--- src/rtl/mem_wb_pipe_n.sv ---
// MEM->WB pipeline register for an N-lane in-order core: two-entry (main + skid) buffer with trap kill and retire counting.
// Latency: a bundle captured from EMPTY is presented on the WB side one cycle later; commits happen in the pop cycle.
// Backpressure: in_ready drops only when both entries are full, so it is registered-state only and never depends on out_ready.
//
// Ports:
//   clk, rstn                 clock and asynchronous active-low reset
//   in_valid / in_ready       MEM-side bundle handshake
//   in_lane_vld, in_wen, in_rd, in_wdata, in_pc, in_trap   per-lane MEM bundle fields
//   flush                     discard everything buffered plus any incoming bundle
//   intr_taken                interrupt this cycle: the head still pops but nothing retires or writes
//   out_valid / out_ready     WB-side bundle handshake
//   out_lane_vld, out_wen, out_rd, out_wdata, out_pc, out_trap   per-lane WB bundle fields
//   commit                    per-lane retire strobe for this cycle
//   retire_cnt                64-bit running count of retired lanes (wraps)
module mem_wb_pipe_n #(
  parameter int LANES  = 2,
  parameter int XLEN   = 32,
  parameter int ADDR_W = 32,
  parameter int IDX_W  = 5
) (
  input  logic                    clk,
  input  logic                    rstn,
  input  logic                    in_valid,
  output logic                    in_ready,
  input  logic [LANES-1:0]        in_lane_vld,
  input  logic [LANES-1:0]        in_wen,
  input  logic [LANES*IDX_W-1:0]  in_rd,
  input  logic [LANES*XLEN-1:0]   in_wdata,
  input  logic [LANES*ADDR_W-1:0] in_pc,
  input  logic [LANES-1:0]        in_trap,
  input  logic                    flush,
  input  logic                    intr_taken,
  output logic                    out_valid,
  input  logic                    out_ready,
  output logic [LANES-1:0]        out_lane_vld,
  output logic [LANES-1:0]        out_wen,
  output logic [LANES*IDX_W-1:0]  out_rd,
  output logic [LANES*XLEN-1:0]   out_wdata,
  output logic [LANES*ADDR_W-1:0] out_pc,
  output logic [LANES-1:0]        out_trap,
  output logic [LANES-1:0]        commit,
  output logic [63:0]             retire_cnt
);

  typedef enum logic [1:0] {
    EMPTY = 2'd0,
    ONE   = 2'd1,
    TWO   = 2'd2
  } state_t;

  state_t state;

  // Main entry (drives the outputs) and skid entry (second bundle while WB stalls).
  logic [LANES-1:0]        m_vld, m_wen, m_trap;
  logic [LANES*IDX_W-1:0]  m_rd;
  logic [LANES*XLEN-1:0]   m_wdata;
  logic [LANES*ADDR_W-1:0] m_pc;

  logic [LANES-1:0]        s_vld, s_wen, s_trap;
  logic [LANES*IDX_W-1:0]  s_rd;
  logic [LANES*XLEN-1:0]   s_wdata;
  logic [LANES*ADDR_W-1:0] s_pc;

  // Lane qualifiers after trap kill, computed on the incoming bundle.
  logic [LANES-1:0] cap_vld, cap_wen, cap_trap;

  logic accept;
  logic pop;
  logic [63:0] commit_sum;

  // The oldest trapping lane survives as a non-writing trap marker; every
  // younger lane is squashed. Trap/wen bits of invalid lanes are cleared so
  // the stored qualifiers are self-consistent.
  always_comb begin
    logic killed;
    killed   = 1'b0;
    cap_vld  = '0;
    cap_wen  = '0;
    cap_trap = '0;
    for (int i = 0; i < LANES; i++) begin
      if (!killed && in_lane_vld[i]) begin
        cap_vld[i] = 1'b1;
        if (in_trap[i]) begin
          cap_trap[i] = 1'b1;
          killed      = 1'b1;
        end else begin
          cap_wen[i] = in_wen[i];
        end
      end
    end
  end

  assign in_ready  = (state != TWO);
  assign out_valid = (state != EMPTY);
  assign accept    = in_valid & in_ready & ~flush;
  assign pop       = out_valid & out_ready;

  // Lane qualifiers are masked with out_valid so stale main-entry contents
  // never look live once the buffer has drained.
  assign out_lane_vld = m_vld & {LANES{out_valid}};
  assign out_trap     = m_trap & {LANES{out_valid}};
  assign out_rd       = m_rd;
  assign out_wdata    = m_wdata;
  assign out_pc       = m_pc;

  // Interrupts and flushes suppress architectural side effects but not the pop.
  assign out_wen = m_wen & out_lane_vld & {LANES{~intr_taken & ~flush}};
  assign commit  = out_lane_vld & {LANES{out_ready & ~intr_taken & ~flush}};

  always_comb begin
    commit_sum = '0;
    for (int i = 0; i < LANES; i++) begin
      commit_sum = commit_sum + {63'd0, commit[i]};
    end
  end

  always_ff @(posedge clk or negedge rstn) begin
    if (!rstn) begin
      state   <= EMPTY;
      m_vld   <= '0;
      m_wen   <= '0;
      m_trap  <= '0;
      m_rd    <= '0;
      m_wdata <= '0;
      m_pc    <= '0;
      s_vld   <= '0;
      s_wen   <= '0;
      s_trap  <= '0;
      s_rd    <= '0;
      s_wdata <= '0;
      s_pc    <= '0;
    end else if (flush) begin
      state  <= EMPTY;
      m_vld  <= '0;
      m_wen  <= '0;
      m_trap <= '0;
      s_vld  <= '0;
      s_wen  <= '0;
      s_trap <= '0;
    end else begin
      case (state)
        EMPTY: begin
          if (accept) begin
            m_vld   <= cap_vld;
            m_wen   <= cap_wen;
            m_trap  <= cap_trap;
            m_rd    <= in_rd;
            m_wdata <= in_wdata;
            m_pc    <= in_pc;
            state   <= ONE;
          end
        end
        ONE: begin
          if (accept && !pop) begin
            s_vld   <= cap_vld;
            s_wen   <= cap_wen;
            s_trap  <= cap_trap;
            s_rd    <= in_rd;
            s_wdata <= in_wdata;
            s_pc    <= in_pc;
            state   <= TWO;
          end else if (accept && pop) begin
            // Head leaves while the new bundle replaces it directly in main.
            m_vld   <= cap_vld;
            m_wen   <= cap_wen;
            m_trap  <= cap_trap;
            m_rd    <= in_rd;
            m_wdata <= in_wdata;
            m_pc    <= in_pc;
          end else if (pop) begin
            m_vld  <= '0;
            m_wen  <= '0;
            m_trap <= '0;
            state  <= EMPTY;
          end
        end
        TWO: begin
          // in_ready is low here, so only a pop can happen.
          if (pop) begin
            m_vld   <= s_vld;
            m_wen   <= s_wen;
            m_trap  <= s_trap;
            m_rd    <= s_rd;
            m_wdata <= s_wdata;
            m_pc    <= s_pc;
            s_vld   <= '0;
            s_wen   <= '0;
            s_trap  <= '0;
            state   <= ONE;
          end
        end
        default: state <= EMPTY;
      endcase
    end
  end

  always_ff @(posedge clk or negedge rstn) begin
    if (!rstn) begin
      retire_cnt <= '0;
    end else begin
      retire_cnt <= retire_cnt + commit_sum;
    end
  end

endmodule

--- config.mk ---
export PLATFORM = sky130hd
export DESIGN_NAME = mem_wb_pipe_n
export DESIGN_NICKNAME = d
export VERILOG_FILES = /design/src/rtl/mem_wb_pipe_n.sv
export SDC_FILE = /design/constraint.sdc
export NUM_CORES = 1
export LEC_CHECK = 0
export ABC_AREA = 1
export CAP_MARGIN = 15
export CORE_ASPECT_RATIO = 1.1
export CORE_MARGIN = 2
export CORE_UTILIZATION = 51
export CTS_BUF_LIST = sky130_fd_sc_hd__clkbuf_8 sky130_fd_sc_hd__clkbuf_16
export CTS_CLUSTER_SIZE = 16
export DETAILED_ROUTE_END_ITERATION = 10
export GPL_TIMING_DRIVEN = 0
export PLACE_DENSITY = 0.8
export SLEW_MARGIN = 15
export SYNTH_ARGS = -nofsm -noshare
export SYNTH_HDL_FRONTEND = slang
export SYNTH_SLANG_ARGS = --single-unit
export TNS_END_PERCENT = 10
--- constraint.sdc ---
create_clock -name clk -period 3.2 [get_ports clk]
set_input_delay 0.32 -clock clk [delete_from_list [all_inputs] [get_ports clk]]
set_output_delay 0.32 -clock clk [all_outputs]
set_load 0.005 [all_outputs]
==> results of run 1 <==
## cell families (layout without fill, tap and decap cells)
logic type / count (synthesis) / count (layout) / synth area share [%]
compound gates: 435 / 435 / 15.5
xor+xnor: 31 / 31 / 1.64
fa+ha+maj: 6 / 6 / 0.498
buf+inv: 288 / 723 / 7.88
flops: 354 / 354 / 53.5
other cells: 0 / 9 / 0
simple gates: 890 / 890 / 21.0
## power by group
part | internal (W) | switching [W] | total (W)
sequential | 0.00621 | 0.000935 | 0.00715
combinational | 0.00285 | 0.00274 | 0.00558
clock | 0.00269 | 0.00179 | 0.00449
total | 0.0117 | 0.00547 | 0.0172
## path summary, 6_finish.rpt
path | depth (start not counted) | end
worst max register to register | 13 | retire_cnt[58]
worst min-delay path | 2 | s_pc[63]
worst max-delay path | 6 | in_ready
worst min register to register | 2 | s_wdata[4]
max in group asynchronous | 4 | out_pc[55]
min in group clk | 3 | s_pc[31]
## per-layer routing
layer  track usage, %  vias to the layer above  part of all wire, %
met4             13.2                        4                  4.4
li1                 -                     7178                    -
met3             5.08                      132                  6.4
met1             35.5                     7251                   40
met2             49.0                      526                   49
met5                0                        -                0.051
## synth_stat cells
cell type and instances:
a21oi_2 2, buf_1 3, buf_2 26, buf_4 1
buf_6 25, clkbuf_1 37, dfrtp_1 354, fa_1 1
ha_1 5, inv_1 193, inv_2 3, nand2_1 685
nand2_2 1, nand3_1 27, nand3_2 1, nand3b_1 6
nand4_1 16, nand4_4 1, nor2_1 144, nor3_1 5
nor3_2 1, nor4_1 2, o21ai_0 318, o21ai_1 13
o21ai_2 100, o21bai_1 1, o31ai_1 1, or2_2 1
xnor2_1 21, xor2_1 10
## what timing repair did
item | CTS | global route
pin swaps | 0 | 1
endpoints found under the setup margin | 21 | 19
setup buffers | 0 | 1
cloned | 0 | 0
hold buffers | 1 | 0
gates resized for setup | 5 | 5
hold endpoints to repair | 51 | 0
## layout make-up
type / count / area, um2
diodes: 9 / 22.5
fillers: 2558 / 9920
clock inverters: 21 / 176
well taps: 426 / 533
repair buffers: 367 / 3750
multi-input cells: 1362 / 6450
plain buffers: 92 / 571
flip-flops and latches: 354 / 8860
inverters: 196 / 736
clock buffers: 47 / 1110
## cells in the final DEF (no fill, tap or decap), types with 2 or more instances in the layout
cell type | netlist | layout
nand4_1 | 16 | 16
clkdlybuf4s50_1 | 0 | 360
xor2_1 | 10 | 10
dfrtp_1 | 354 | 354
ha_1 | 5 | 5
xnor2_1 | 21 | 21
clkbuf_8 | 0 | 6
inv_2 | 3 | 3
nor4_4 | 0 | 2
nor2_2 | 0 | 2
o21ai_2 | 100 | 100
nand3_1 | 27 | 27
buf_16 | 0 | 4
buf_6 | 25 | 25
inv_1 | 193 | 201
clkbuf_1 | 37 | 36
o21ai_0 | 318 | 318
nor2_1 | 144 | 141
nand2_1 | 685 | 685
buf_2 | 26 | 26
clkbuf_16 | 0 | 41
diode_2 | 0 | 9
clkinv_2 | 0 | 8
a21oi_2 | 2 | 2
nand3b_1 | 6 | 6
buf_1 | 3 | 3
bufinv_16 | 0 | 3
nor3_1 | 5 | 5
o21ai_1 | 13 | 13
buf_4 | 1 | 2
## registers in the layout, indices dropped and copies added, names as in the netlist
signal and flops:
out_pc 64, m_wen 2, out_rd 10, s_rd 10, s_pc 64, s_vld 2, m_vld 2, retire_cnt 64
state 2, s_wen 2, s_wdata 64, m_trap 2, s_trap 2, out_wdata 64
## per-stage QoR
stage / utilization (%) / area (um2) / power, W
global route: 69.1 / 22200 / 0.0182
CTS: 68.9 / 22100 / 0.0173
finish: 69.1 / 22200 / 0.0172
global placement: 64.5 / 20700 / 0.0125
detailed placement: 64.9 / 20800 / 0.0127
floorplan: - / 16600 / 0.00972
==> results.sh, run 1 <==
export IMPL_status="finished, final reports clean"
export IMPL_maxSlewHeadroom_pct=44.5
export IMPL_fmax_mhz=333
export IMPL_clock_sinks=354
export IMPL_total_leakage_power_nw=10.5
export IMPL_path_class="flip-flop to output pin"
export IMPL_start_util_pct=51.6
export IMPL_synth_avg_cell_area_um2=8.27
export IMPL_worstPathCellList="inv_1 > ha_1 > inv_2 > buf_2 > clkbuf_2 > clkdlybuf4s50_1"
export IMPL_ys_seq_elements=354
export IMPL_yosysSeqAreaShare_pct=53.5
export IMPL_netlist_area_leader_share_pct=53.5
export IMPL_hold_violations=0
export IMPL_fin_hold_ws_ns=0.299
export IMPL_synthCells=2004
export IMPL_dieHeight_um=193
export IMPL_grt_overflow=0
export IMPL_syn2layout_area_growth_pct=34.0
export IMPL_cts_tree="yes"
export IMPL_fin_crit_ns=3.01
export IMPL_grt_max_degree=98
export IMPL_rsz0062_at_grt="no"
export IMPL_final_period_utilization_pct=94.0
export IMPL_worstMarginPinSlew_ns=0.832
export IMPL_io_pins=362
export IMPL_r2r_start="state[0]"
export IMPL_port_buffers=361
export IMPL_synthDistinctLibCells=30
export IMPL_drc=0
export IMPL_required_ns=2.88
export IMPL_syn_nets=2160
export IMPL_drt_pass1_iter_count=5
export IMPL_gp_congestion=0.910
export IMPL_crit_path_start="state[0]"
export IMPL_slowest_stage="clkdlybuf4s50_1"
export IMPL_cts_htree_levels=2
export IMPL_hold_path_class="input pin to async pin"
export IMPL_final_setup_skew_ns=0.0148
export IMPL_layout_cells_non_filler=2874
export IMPL_grt_pass1_wl_um=77100
export IMPL_fin_ws_ns=0.193
export IMPL_drtIter0Drc=1047
export IMPL_grt_antenna_before_repair=9
export IMPL_chipWidth_um=176
export IMPL_final_setup_viol_count=0
export IMPL_drive_gt1_share_pct=9.64
export IMPL_vias=15100
export IMPL_place_ws_ns=-0.536
export IMPL_synth_area_leaders="dfrtp_1 (53%), nand2_1 (16%), o21ai_0 (9.6%), o21ai_2 (5.3%), inv_1 (4.4%)"
export IMPL_core_area_um2=32100
export IMPL_clockBufferDepth=3
export IMPL_totalWireLength_um=49000
export IMPL_start_kind="flip-flop"
export IMPL_cts_root_buf="clkbuf_16"
export IMPL_final_max_slew_viol_count=0
export IMPL_crit_family="buffers and inverters"
export IMPL_p_per_area_nw_per_um2=776
export IMPL_ir_worst_vdd_mv=0.389
export IMPL_synth_top_area_cell="dfrtp_1"
export IMPL_post_dp_hpwl_um=35900
export IMPL_netlist_area_um2=16600
export IMPL_worst_path_buf_inv=5
export IMPL_worstSkewPairLatency_ns=0.53
export IMPL_avgRoutedWirePerCell_um=17.0
export IMPL_final_nets=2567
export IMPL_arrival_ns=2.69
export IMPL_cts_buffers=38
export IMPL_max_cap_violations=0
export IMPL_setup_tns_ns=0
export IMPL_dieArea_um2=33900
export IMPL_ff2ff_setup_slack_ns=0.26
export IMPL_ant_nets=0
export IMPL_fp_row_count=69
export IMPL_grtUsageTotal_pct=28.6
export IMPL_ys_warnings_count=0
export IMPL_grt_pass1_vias=15200
export IMPL_dp_cells=2795
export IMPL_path_max_fanout=10
export IMPL_clk_pin_slew_worst_paths_ns=0.06
export IMPL_cp_end_kind="output pin"
export IMPL_critical_path_max_stage_delay_ns=0.63
export IMPL_vias_per_cell=5.25
Note: power is estimated with default switching activity, not from simulation.
==> inputs of run 2 (changes only) <==
--- a/config.mk
+++ b/config.mk
@@ -5,11 +5,9 @@
 export SDC_FILE = /design/constraint.sdc
 export NUM_CORES = 1
 export LEC_CHECK = 0
-export ABC_AREA = 1
 export CAP_MARGIN = 15
 export CORE_ASPECT_RATIO = 1.1
-export CORE_MARGIN = 2
-export CORE_UTILIZATION = 51
+export CORE_UTILIZATION = 50
 export CTS_BUF_LIST = sky130_fd_sc_hd__clkbuf_8 sky130_fd_sc_hd__clkbuf_16
 export CTS_CLUSTER_SIZE = 16
 export DETAILED_ROUTE_END_ITERATION = 10
==> run 2 against run 1 <==
Effect of this change:
- cell area down 7.1%
- fmax down 5.7%
- worst setup slack worse by 0.18 ns
- count of clock-buffer cells in the layout unchanged
- sequential share of layout area rose by 3.0 points
- area after synthesis down 8.2%
- clock power shrank 8.5%
- global-route usage shrank 1.5 points
- cell count decreased by 18%
- critical endpoint is now retire_cnt[61]
- largest cell class unchanged
==> results.sh, run 2 <==
export IMPL_synth_most_common_cell="nand2_1"
export IMPL_fmax_mhz=314
export IMPL_path_class="flip-flop to flip-flop"
export IMPL_yosys_top_cells_count="nand2_1 (581), dfrtp_1 (354), o21ai_0 (141)"
export IMPL_drive_gt1_share_pct=5.41
export IMPL_final_max_slew_viol_count=0
export IMPL_final_period_utilization_pct=99.7
export IMPL_yosysSeqAreaShare_pct=58.2
export IMPL_vias=12600
export IMPL_vias_per_cell=5.36
export IMPL_dieArea_um2=31100
export IMPL_final_nets=2109
export IMPL_fin_hold_ws_ns=0.348
export IMPL_ir_worst_vdd_mv=0.458
export IMPL_grt_pass1_vias=12700
export IMPL_cts_buffers=37
export IMPL_ys_warnings_count=0
export IMPL_max_cap_violations=0
export IMPL_fin_crit_ns=3.19
export IMPL_maxSlewHeadroom_pct=41.2
export IMPL_synthDistinctLibCells=45
export IMPL_clock_sinks=354
export IMPL_synthMuxAreaShare_pct=9.08
export IMPL_grtUsageTotal_pct=27.1
export IMPL_totalWireLength_um=42300
export IMPL_avgRoutedWirePerCell_um=18.0
export IMPL_syn_nets=1700
export IMPL_final_setup_viol_count=0
export IMPL_total_leakage_power_nw=9.43
export IMPL_worstMarginPinSlew_ns=0.883
export IMPL_drc=0
export IMPL_grt_antenna_before_repair=10
export IMPL_drt_pass1_iter_count=5
export IMPL_worstSkewPairLatency_ns=0.52
export IMPL_arrival_ns=3.62
export IMPL_grt_max_degree=106
export IMPL_path_max_fanout=10
export IMPL_ys_seq_elements=354
export IMPL_hold_path_class="input pin to flip-flop"
export IMPL_synth_simple_area_share_pct=20.2
export IMPL_cts_tree="yes"
export IMPL_layout_cells_non_filler=2357
export IMPL_hold_violations=0
export IMPL_synth_top_family_by_area="simple AND/OR/NAND/NOR gates"
export IMPL_placed_area_um2=19400
export IMPL_clk_pin_slew_worst_paths_ns=0.06
export IMPL_synth_compound_area_share_pct=5.80
export IMPL_start_kind="flip-flop"
export IMPL_synthCells=1544
export IMPL_fp_row_count=66
export IMPL_start_util_pct=51.2
export IMPL_synth_area_leaders="dfrtp_1 (58%), nand2_1 (14%), mux2i_1 (9.1%), o21ai_0 (4.6%), xnor2_1 (2.2%)"
export IMPL_chipWidth_um=168
export IMPL_core_area_um2=29700
export IMPL_crit_path_start="state[0]"
export IMPL_dp_cells=2282
export IMPL_async_reset_ff_share_pct=100
export IMPL_hp_start="in_wdata[18]"
export IMPL_finalInstanceArea_um2=20600
export IMPL_grt_pass1_wl_um=66200
export IMPL_gp_congestion=0.904
export IMPL_synth_edff_count=0
export IMPL_post_dp_hpwl_um=30500
export IMPL_syn2layout_area_growth_pct=35.7
export IMPL_final_setup_skew_ns=0.0181
export IMPL_p_per_area_nw_per_um2=780
export IMPL_final_cell_mix="nand2_1 (581), clkdlybuf4s50_1 (360), dfrtp_1 (354), o21ai_0 (141), mux2i_1 (138)"
export IMPL_rsz0062_at_grt="yes"
export IMPL_netlist_area_um2=15200
export IMPL_status="finished, final reports clean"
export IMPL_ant_nets=0
export IMPL_synth_xor_area_share_pct=3.57
export IMPL_r2r_start="state[0]"
export IMPL_cts_root_buf="clkbuf_16"
export IMPL_dieHeight_um=185
export IMPL_cts_htree_levels=2
export IMPL_netlist_area_leader_share_pct=58.2
export IMPL_synth_fa_ha_area_share_pct=0.543
export IMPL_synth_avg_cell_area_um2=9.85
export IMPL_clockBufferDepth=3
export IMPL_ff2ff_setup_slack_ns=0.01
export IMPL_cp_end_kind="flip-flop"
export IMPL_final_common_cell="nand2_1"
export IMPL_io_pins=362
export IMPL_synthFlopType="dfrtp_1"
export IMPL_synth_top_area_cell="dfrtp_1"
export IMPL_required_ns=3.63
export IMPL_grt_overflow=0
export IMPL_port_buffers=361
export IMPL_drtIter0Drc=756
run 2: cell count changes after synthesis, moves of 10 or more:
cell	before	now
clkbuf_1	37	55
nand2_1	685	581
nor2b_1	0	10
mux2i_1	0	138
buf_6	25	1
o21ai_2	100	0
nor3_1	5	16
and3_1	0	10
o21ai_1	13	0
o21ai_0	318	141
xor2_1	10	24
nor2_1	144	36
inv_1	193	11
xnor2_1	21	38
run 2: worst max-delay path, stage by stage, from the launching register on:
cell and delay [ns]:
dfrtp_1 0.41, inv_1 0.09, ha_1 0.24, buf_2 0.20, nor3_4 0.22, and3_1 0.25
fa_1 0.25, nand4_1 0.26, nor4_4 0.43, nand4b_1 0.31, nor3_1 0.27, xor2_1 0.16
run 2: cells by family (layout without fill, tap and decap cells):
logic type / Yosys count / after routing
simple gates: 729 / 729
flops: 354 / 354
compound gates: 163 / 163
mux: 138 / 138
buf+inv: 92 / 525
xor+xnor: 62 / 62
fa+ha+maj: 6 / 6
other cells: 0 / 6
run 2: layout make-up:
class,instances,area [um2]
Timing Repair Buffer,370,3750
Antenna cell,6,15.0
Multi-Input combinational cell,1098,6000
Tap cell,374,468
Inverter,11,41.3
Fill cell,2246,9100
Clock buffer,47,1090
Sequential cell,354,8860
Buffer,81,344
Clock inverter,16,75.1
run 2: path summary, 6_finish.rpt:
| check | end | depth (start not counted) |
|---|---|---|
| worst max-delay path | retire_cnt[61] | 11 |
| worst min-delay path | s_wdata[18] | 3 |
| worst max register to register | retire_cnt[61] | 11 |
| worst min register to register | retire_cnt[63] | 1 |
| max in group asynchronous | s_pc[52] | 4 |
| min in group asynchronous | retire_cnt[4] | 2 |
run 2: where the power goes:
group | internal, W | switching [W]
logic | 0.00252 | 0.00222
registers | 0.00624 | 0.00101
clock network | 0.00238 | 0.00173
run 2: per-stage QoR:
stage | setup WS, ns | setup TNS, ns | power [W] | utilization (%)
floorplan | 0.0517 | 0 | 0.00902 | -
global placement | -13.52 | -4782.86 | 0.0118 | 64.9
detailed placement | -0.664 | -12.84 | 0.0120 | 65.2
CTS | -0.0128 | -0.0128 | 0.0162 | 69.3
global route | -0.116 | -0.578 | 0.0170 | 69.4
finish | 0.0107 | 0 | 0.0161 | 69.4
run 2: timing repair:
item	CTS	global route
hold buffers	1	0
gates resized for setup	4	6
pin swaps	3	0
buffers inserted	5	0
endpoints found under the setup margin	34	51
endpoints found under the hold margin	68	0
run 2: metal layers:
layer  routed length [um]  vias up  GRT usage, %
met5                   23        -             0
met4                 1800        4          12.7
met3                 3740      102          9.02
met2                20700      425          46.0
met1                16100     6195          30.9
li1                     -     5902             -
==> inputs of run 3 (changes only) <==
--- a/config.mk
+++ b/config.mk
@@ -11,6 +11,7 @@
 export CTS_BUF_LIST = sky130_fd_sc_hd__clkbuf_8 sky130_fd_sc_hd__clkbuf_16
 export CTS_CLUSTER_SIZE = 16
 export DETAILED_ROUTE_END_ITERATION = 10
+export GPL_ROUTABILITY_DRIVEN = 0
 export GPL_TIMING_DRIVEN = 0
 export PLACE_DENSITY = 0.8
 export SLEW_MARGIN = 15
==> constraint.sdc (replaced) <==
create_clock -name clk -period 3.2 [get_ports clk]
set_input_delay 0.32 -clock clk [delete_from_list [all_inputs] [get_ports clk]]
set_output_delay 0.32 -clock clk [all_outputs]
set_load 0.05 [all_outputs]
==> run 3 against run 2 <==
Effect of this change:
- via count is 0.53% lower
- critical endpoint is now retire_cnt[56]
- sequential share of layout area shrank 0.075 points
- worst setup slack gained 0.21 ns
- first-iteration DRC count up 7.5%
- die area unchanged
- highest routed layer unchanged
- combinational power is 64% higher
- count of clock-buffer cells in the layout up 2
- worst hold slack improved by 0.0052 ns
==> results.sh, run 3 (synthesized netlist as in run 2, its figures left out) <==
export IMPL_worstMarginPinSlew_ns=0.920
export IMPL_drt_pass1_iter_count=5
export IMPL_final_period_utilization_pct=93.0
export IMPL_clk_pin_slew_worst_paths_ns=0.06
export IMPL_chipWidth_um=168
export IMPL_path_max_fanout=13
export IMPL_clockBufferDepth=3
export IMPL_seqPwrFrac_pct=37.7
export IMPL_hold_violations=0
export IMPL_critical_path_max_stage_delay_ns=0.42
export IMPL_power_internal_w=0.0113
export IMPL_drive_gt1_share_pct=5.62
export IMPL_switchingPower_w=0.00798
export IMPL_slowest_stage="dfrtp_1"
export IMPL_fmax_mhz=336
export IMPL_drc=0
export IMPL_fin_hold_ws_ns=0.353
export IMPL_worstSkewPairLatency_ns=0.52
export IMPL_vias_per_cell=5.33
export IMPL_cp_end_kind="flip-flop"
export IMPL_nFillCells=2226
export IMPL_required_ns=3.59
export IMPL_worstPathCellList="inv_1 > ha_2 > nor3_4 > and3_4 > fa_1 > ha_1 > nand3_2 > nor4_4 > buf_4 > and4_4 > nand4_1 > xnor2_1"
export IMPL_fin_crit_ns=2.98
export IMPL_final_setup_viol_count=0
export IMPL_ant_nets=0
export IMPL_finalInstanceArea_um2=20700
export IMPL_dieArea_um2=31100
export IMPL_clock_sinks=354
export IMPL_clkPwrFrac_pct=22.1
export IMPL_grt_pass1_vias=12900
export IMPL_drtIter0Drc=813
export IMPL_cts_buffers=38
export IMPL_final_setup_skew_ns=0.0171
export IMPL_hold_path_class="input pin to flip-flop"
export IMPL_ir_worst_vdd_mv=0.729
export IMPL_final_util_pct=69.5
export IMPL_grt_max_degree=102
export IMPL_cts_tree="yes"
export IMPL_status="finished, final reports clean"
export IMPL_syn2layout_area_growth_pct=35.9
export IMPL_grt_overflow=0
export IMPL_cts_root_buf="clkbuf_16"
export IMPL_grtUsageTotal_pct=28.0
export IMPL_placed_area_um2=19400
export IMPL_start_util_pct=51.2
export IMPL_total_leakage_power_nw=9.42
export IMPL_comb_power_share_pct=40.3
export IMPL_max_cap_violations=0
export IMPL_switching_share_pct=41.5
export IMPL_final_nets=2108
export IMPL_maxSlewHeadroom_pct=38.7
export IMPL_path_class="flip-flop to flip-flop"
export IMPL_post_dp_hpwl_um=30800
export IMPL_final_cell_mix="nand2_1 (581), clkdlybuf4s50_1 (360), dfrtp_1 (354), o21ai_0 (141), mux2i_1 (138)"
export IMPL_grt_antenna_before_repair=8
export IMPL_start_kind="flip-flop"
export IMPL_final_common_cell="nand2_1"
export IMPL_dieHeight_um=185
export IMPL_arrival_ns=3.36
export IMPL_totalWireLength_um=43000
export IMPL_grt_pass1_wl_um=68100
export IMPL_vias=12600
export IMPL_core_area_um2=29700
export IMPL_rsz0062_at_grt="no"
export IMPL_fp_row_count=66
export IMPL_port_buffers=361
export IMPL_final_max_slew_viol_count=0
export IMPL_io_pins=362
export IMPL_crit_family="simple AND/OR/NAND/NOR gates"
export IMPL_cts_htree_levels=2
export IMPL_avgRoutedWirePerCell_um=18.3
export IMPL_worst_path_buf_inv=2
export IMPL_p_per_area_nw_per_um2=931
export IMPL_p_total_w=0.0192
[run 3: layout make-up]
type                            instances  area, um2  share of cell area (%)
Timing Repair Buffer                  369       3740                    18.1
Sequential cell                       354       8860                    42.9
Multi-Input combinational cell       1098       6000                    29.0
Buffer                                 80        339                    1.64
Tap cell                              374        468                    2.26
Antenna cell                            7       17.5                  0.0848
Clock buffer                           49       1110                    5.39
Inverter                               11       41.3                   0.200
Clock inverter                         13       92.6                   0.448
[run 3: per-layer routing]
layer  share of wire [%]  track usage, %  up-vias
li1                    -               -     5899
met5                0.12               0        -
met2                  49            47.7      443
met3                 8.9            9.23      102
met1                  38            32.5     6111
met4                 3.5            11.4        6
[run 3: path summary, 6_finish.rpt]
| kind | slack (ns) | depth (start not counted) | end | start |
|---|---|---|---|---|
| worst max-delay path | 0.22 | 12 | retire_cnt[56] | state[0] |
| min in group asynchronous | 0.41 | 2 | retire_cnt[11] | rstn |
| worst max register to register | 0.22 | 12 | retire_cnt[56] | state[0] |
| worst min register to register | 0.47 | 1 | retire_cnt[63] | retire_cnt[63] |
| max in group asynchronous | 1.45 | 4 | out_pc[52] | rstn |
| worst min-delay path | 0.35 | 3 | s_wdata[46] | in_wdata[46] |
[run 3: repair_timing]
item                                    CTS  global route
resized for setup                         1             4
pin swaps                                 4             0
hold buffers                              1             0
cloned                                    0             0
endpoints found under the hold margin    74             0
setup buffers                             4             0
endpoints found under the setup margin   30           112
[run 3: metrics by stage]
stage | instances | setup slack (ns) | setup TNS (ns)
final | 2355 | 0.225 | 0
after global placement | 2279 | -13.49 | -4766.21
after floorplan | 1544 | 0.0320 | 0
after detailed placement | 2282 | -0.445 | -7.01
after CTS | 2348 | 0.0522 | 0
after global routing | 2352 | 0.0129 | 0
[run 3: tightest hold or removal path: stages]
cell,delay (ns)
clkdlybuf4s50_1,0.41
nand2_1,0.06
nand2_1,0.04
[run 3: power groups by stage]
stage          sequential, W  clock, W  combinational (W)
2_1_floorplan         0.0101         0            0.00192
3_3_place_gp         0.00723         0            0.00758
3_5_place_dp         0.00728         0            0.00774
4_1_cts              0.00724   0.00432            0.00779
5_1_grt              0.00744   0.00450            0.00829
6_report             0.00725   0.00425            0.00775
